--- src/rtl/uart_tx_arbiter.sv ---
// uart_tx_arbiter: shares one UART sender between NREQ byte producers.
// Round-robin grant, one-cycle enable/ack pulses, then a guard window in which
// sender_ready is ignored, then a wait for sender_ready before the next grant.
// Optional build macro UART_TX_ARB_PRIO_EN: requester 0 gets strict priority,
// round-robin applies among requesters 1..NREQ-1 only.
module uart_tx_arbiter #(
    parameter int unsigned NREQ         = 2,
    parameter int unsigned DATA_WIDTH   = 8,
    parameter int unsigned GUARD_CYCLES = 2
) (
    input  logic                         CLK,
    input  logic                         RST,
    input  logic [NREQ-1:0]              req_valid,
    input  logic [NREQ*DATA_WIDTH-1:0]   req_data,
    output logic [NREQ-1:0]              req_ack,
    output logic [DATA_WIDTH-1:0]        sender_data,
    output logic                         sender_enable,
    input  logic                         sender_ready,
    output logic [$clog2(NREQ)-1:0]      grant_id,
    output logic                         busy
);

    localparam int unsigned IdW  = $clog2(NREQ);
    localparam int unsigned CntW = $clog2(GUARD_CYCLES + 1);

    typedef enum logic [1:0] {StIdle, StGuard, StWait} state_e;

    state_e                state_q, state_d;
    logic [IdW-1:0]        ptr_q, ptr_d;
    logic [CntW-1:0]       cnt_q, cnt_d;
    logic [NREQ-1:0]       ack_d;
    logic                  en_d;
    logic [DATA_WIDTH-1:0] data_d;
    logic [IdW-1:0]        gid_d;

    logic [NREQ-1:0]       rr_mask;
    logic [IdW-1:0]        winner;
    logic [IdW-1:0]        idx;
    logic                  found;
    logic [DATA_WIDTH-1:0] win_data;

    // Winner search: first valid requester from ptr+1 upward, wrapping.
    always_comb begin
        rr_mask  = req_valid;
        winner   = '0;
        idx      = '0;
        found    = 1'b0;
        win_data = '0;
`ifdef UART_TX_ARB_PRIO_EN
        rr_mask[0] = 1'b0;
`endif
        for (int unsigned i = 1; i <= NREQ; i++) begin
            idx = IdW'((32'(ptr_q) + i) % NREQ);
            if (!found && rr_mask[idx]) begin
                found  = 1'b1;
                winner = idx;
            end
        end
`ifdef UART_TX_ARB_PRIO_EN
        // Requester 0 overrides the rotation whenever it is asking.
        if (req_valid[0]) begin
            found  = 1'b1;
            winner = '0;
        end
`endif
        for (int unsigned i = 0; i < NREQ; i++) begin
            if (winner == IdW'(i)) begin
                win_data = req_data[i*DATA_WIDTH +: DATA_WIDTH];
            end
        end
    end

    // Next-state and registered-output values.
    always_comb begin
        state_d = state_q;
        ptr_d   = ptr_q;
        cnt_d   = cnt_q;
        ack_d   = '0;
        en_d    = 1'b0;
        data_d  = sender_data;
        gid_d   = grant_id;
        unique case (state_q)
            StIdle: begin
                if (sender_ready && found) begin
                    ack_d[winner] = 1'b1;
                    en_d          = 1'b1;
                    data_d        = win_data;
                    gid_d         = winner;
`ifdef UART_TX_ARB_PRIO_EN
                    if (winner != '0) begin
                        ptr_d = winner;
                    end
`else
                    ptr_d = winner;
`endif
                    cnt_d   = CntW'(GUARD_CYCLES);
                    state_d = StGuard;
                end
            end
            StGuard: begin
                // sender_ready may still be stale here; leave when the count expires.
                cnt_d = cnt_q - 1'b1;
                if (cnt_q <= CntW'(1)) begin
                    state_d = StWait;
                end
            end
            StWait: begin
                if (sender_ready) begin
                    state_d = StIdle;
                end
            end
            default: state_d = StIdle;
        endcase
    end

    // State and output registers with synchronous reset.
    always_ff @(posedge CLK) begin
        if (RST) begin
            state_q       <= StIdle;
            ptr_q         <= IdW'(NREQ - 1);
            cnt_q         <= '0;
            req_ack       <= '0;
            sender_enable <= 1'b0;
            sender_data   <= '0;
            grant_id      <= '0;
        end else begin
            state_q       <= state_d;
            ptr_q         <= ptr_d;
            cnt_q         <= cnt_d;
            req_ack       <= ack_d;
            sender_enable <= en_d;
            sender_data   <= data_d;
            grant_id      <= gid_d;
        end
    end

    assign busy = (state_q != StIdle);

endmodule

--- config.mk ---
export PLATFORM = sky130hd
export DESIGN_NAME = uart_tx_arbiter
export DESIGN_NICKNAME = d
export VERILOG_FILES = /design/src/rtl/uart_tx_arbiter.sv
export SDC_FILE = /design/constraint.sdc
export NUM_CORES = 1
export LEC_CHECK = 0
export BUFFER_PORTS_ARGS = -buffer_cell sky130_fd_sc_hd__buf_2
export CAP_MARGIN = 15
export CORE_MARGIN = 1
export CORE_UTILIZATION = 39
export DETAILED_ROUTE_END_ITERATION = 12
export GPL_TIMING_DRIVEN = 0
export PLACE_DENSITY_LB_ADDON = 0.08
export RECOVER_POWER = 50
export SYNTH_ARGS = -nofsm -noshare
export SYNTH_HDL_FRONTEND = slang
export SYNTH_SLANG_ARGS = --single-unit
--- constraint.sdc ---
create_clock -name CLK -period 1.17 [get_ports CLK]
set_input_delay 0.234 -clock CLK [delete_from_list [all_inputs] [get_ports CLK]]
set_output_delay 0.234 -clock CLK [all_outputs]
set_load 0.05 [all_outputs]
==> metrics.yaml <==
status: "finished, violations left"
violations: "negative setup slack"
drtIter0Drc: 4
syn_area_um2: 699.4
ys_seq_elements: 17
synth_area_per_cell_um2: 10.93
p_leak_nw: 0.4581
cp-start-kind: "flop"
dp_cells: 121
synth_cell_type_count: 26
h-tree-depth: 1
netlist_instances: 64
cts_buffers: 3
cts_hold_buf: 0
cts_buffer_depth: 2
grt_pass1_vias: 536
power.internal_uw: 881.2
fin_setup_tns_ns: -1.294
placementRows: 14
fmaxAchievable_ghz: 0.7602
grt_usage: 0.1589
total_power_mw: 1.319
syn2layout_area_growth_pct: 40.25
antenna_found_initial: 0
switching_share: 0.3317
setup_viol: 13
crit_required_ns: 1.34
seq_area_um2: 341.6
overflow: 0
route.detailed.drc: 0
die_area_um2: 1967
drv_cap: 0
chipHeight_um: 44.35
wl_per_cell_um: 11.13
crit_path_end: "ptr_q"
cts_tree: "yes"
fin_worst_skew_ns: 0.001284
startpoint: "state_q[1]"
clk_pin_slew_worst_paths_ns: 0.10
diodes: 0
reg2reg_to: "ptr_q"
finalCriticalPeriod_ns: 1.315
start_util: 0.4388
place.gp.congestion: 0.7339
insertion_delay_ns: 0.28
core_area_um2: 1594
drive_above_1_share: 0.4951
cts.sinks: 17
worstRegToRegCells: 5
fin_ws_ns: -0.1454
via_per_inst: 4.866
p_comb_frac: 0.270
port_buffers: 33
num_vias: 618
crit_path_max_incr_delay_ns: 0.37
worstMarginPinSlew_ns: 0.3363
drv_slew: 0
yosysWarningCount: 0
vdd_ir_drop_max_mv: 0.8698
cts_root_buf: "clkbuf_4"
finalCritPeriodShare: 1.124
stdcell_count: 127
place.detailed.hpwl_um: 990.2
final_util: 0.6154
whs_ns: 0.2029
worstPathArrival_ns: 1.49
fill_cells: 154
wl_mm: 1.414
switchingPower_uw: 437.3
p_per_area_nw_per_um2: 1344
hold_viol: 0
final_nets: 126
rsz0062_at_grt: "yes"
path_max_fanout: 5
syn-num-nets: 86
ant_nets: 0
grt_pass1_wl_mm: 2.311
worstPathCellList: "nor2_4 > inv_6 > or3_4 > buf_6 > a2bb2oi_1"
fp.dieW_um: 44.35
pin_count: 34
worstReg2RegStart: "state_q[1]"
grt_max_degree: 11
endpoint_kind: "flop"
pwr-share-seq: 0.492
reg2reg_slack_ns: -0.15
synth-seq-area-share: 0.4866
crit_type: "flop to flop"
hold_path.class: "input pin to flop"
p_clk_frac: 0.237
firstDrtPassIters: 5
slew_headroom: 0.7753
multi_input_area_um2: 357.8
slowest_stage: "or3_4"
-- placed cells by master (no fill, tap or decap) --
cell	synthesis	final
a21boi_2	1	1
a21oi_1	3	2
a21oi_2	1	1
a21oi_4	0	1
a22o_1	1	1
a2bb2oi_1	1	1
a311oi_1	1	1
and2_1	1	1
buf_2	1	29
buf_4	0	3
buf_6	1	1
clkbuf_2	0	2
clkbuf_4	0	5
clkinv_2	0	1
dfxtp_1	17	16
dfxtp_2	0	1
ha_1	1	1
inv_1	3	3
inv_6	0	1
mux2i_1	8	8
nand2_1	1	1
nand2b_1	3	3
nor2_1	3	3
nor2_4	1	1
nor2b_1	1	1
nor3b_1	1	1
o211ai_1	1	1
o21a_1	1	1
o21ai_0	1	1
o2bb2ai_1	8	5
o2bb2ai_2	0	3
or2b_1	1	1
or3_4	1	1
-- worst min-delay path by stage --
stage / start / end / slack [ns] / cells past startpoint
CTS: RST / cnt_q[0] / 0.20 / 2
global route: RST / state_q[0] / 0.20 / 2
finish: RST / state_q[0] / 0.20 / 2
global placement: sender_data[6] / sender_data[6] / 0.44 / 1
floorplan: RST / state_q[1] / 0.30 / 1
detailed placement: sender_data[6] / sender_data[6] / 0.44 / 1
-- through the flow --
stage                     cell area (µm²)  setup WS, ns
final                               980.9       -0.1454
after global routing                980.9       -0.2014
after CTS                           949.7       -0.1489
after detailed placement            900.9       -0.1592
after global placement              900.9       -0.1504
after floorplan                     705.7       -0.1694
-- cells by family (layout without fill, tap and decap cells) --
kind of cell	Yosys count	in the layout	synth area share
adder cells (fa/ha/maj)	1	1	0.01789
multiplexers	8	8	0.1145
AND/OR/NAND/NOR	13	13	0.1199
buffers and inverters	6	45	0.04471
AO/OA/AOI/OAI	19	19	0.2165
flip-flops	17	17	0.4866
-- cell usage after synthesis --
cell / n / area, µm²
nor2b_1: 1 / 6.260
a311oi_1: 1 / 8.760
a21oi_2: 1 / 8.760
o2bb2ai_1: 8 / 70.07
o211ai_1: 1 / 7.510
o21ai_0: 1 / 5.000
inv_2: 1 / 3.750
ha_1: 1 / 12.51
a22o_1: 1 / 8.760
nand2_1: 1 / 3.750
and2_1: 1 / 6.260
mux2i_1: 8 / 80.08
or2b_1: 1 / 7.510
or3_4: 1 / 11.26
buf_2: 1 / 5.000
buf_6: 1 / 11.26
nor2_4: 1 / 11.26
nor3b_1: 1 / 7.510
a21boi_2: 1 / 11.26
dfxtp_1: 17 / 340.3
a2bb2oi_1: 1 / 8.760
a21oi_1: 3 / 15.01
nand2b_1: 3 / 18.77
inv_1: 3 / 11.26
nor2_1: 3 / 11.26
o21a_1: 1 / 7.510
-- power by group through the flow --
stage                     Sequential (mW)  Clock, mW  Combinational [mW]
after floorplan                     0.758          0               0.141
after global placement              0.660          0               0.325
after detailed placement            0.660          0               0.329
after CTS                           0.648      0.319               0.344
after global routing                0.655      0.348               0.385
final                               0.649      0.313               0.356
-- critical path: cells and delay by family (launching register included) --
kind / cells / cell delay, ns
and+or+nand+nor: 2 / 0.53
buffers and inverters: 2 / 0.18
AOI/OAI and AO/OA: 1 / 0.13
DFF: 1 / 0.36
-- per-layer routing --
| metal | GRT usage | wire, µm | up-vias |
|---|---|---|---|
| met3 | 0.03673 | 71 | 2 |
| met2 | 0.2735 | 691 | 21 |
| met4 | 0.05455 | 9 | 0 |
| met1 | 0.1939 | 641 | 283 |
| met5 | 0 | 0 | - |
| li1 | - | - | 312 |
-- what timing repair did --
action	CTS	global route
pin swaps	1	1
gates cloned	1	0
gates resized for setup	2	12
endpoints found under the hold margin	0	0
setup endpoints to repair	13	18
buffers inserted	1	0
-- flip-flops by register name, summed over array words and instances (netlist names) --
signal,count
sender_data,8
cnt_q,2
req_ack,2
state_q,2
grant_id,1
ptr_q,1
sender_enable,1
-- final cells by class --
type,count,area share
plain buffers,2,0.01658
clock buffers,3,0.02296
flip-flops and latches,17,0.3482
multi-input cells,41,0.3648
well taps,24,0.03061
inverters,4,0.02041
repair buffers,35,0.1913
clock inverters,1,0.005102
No activity file was read; power rests on OpenSTA's default activity.
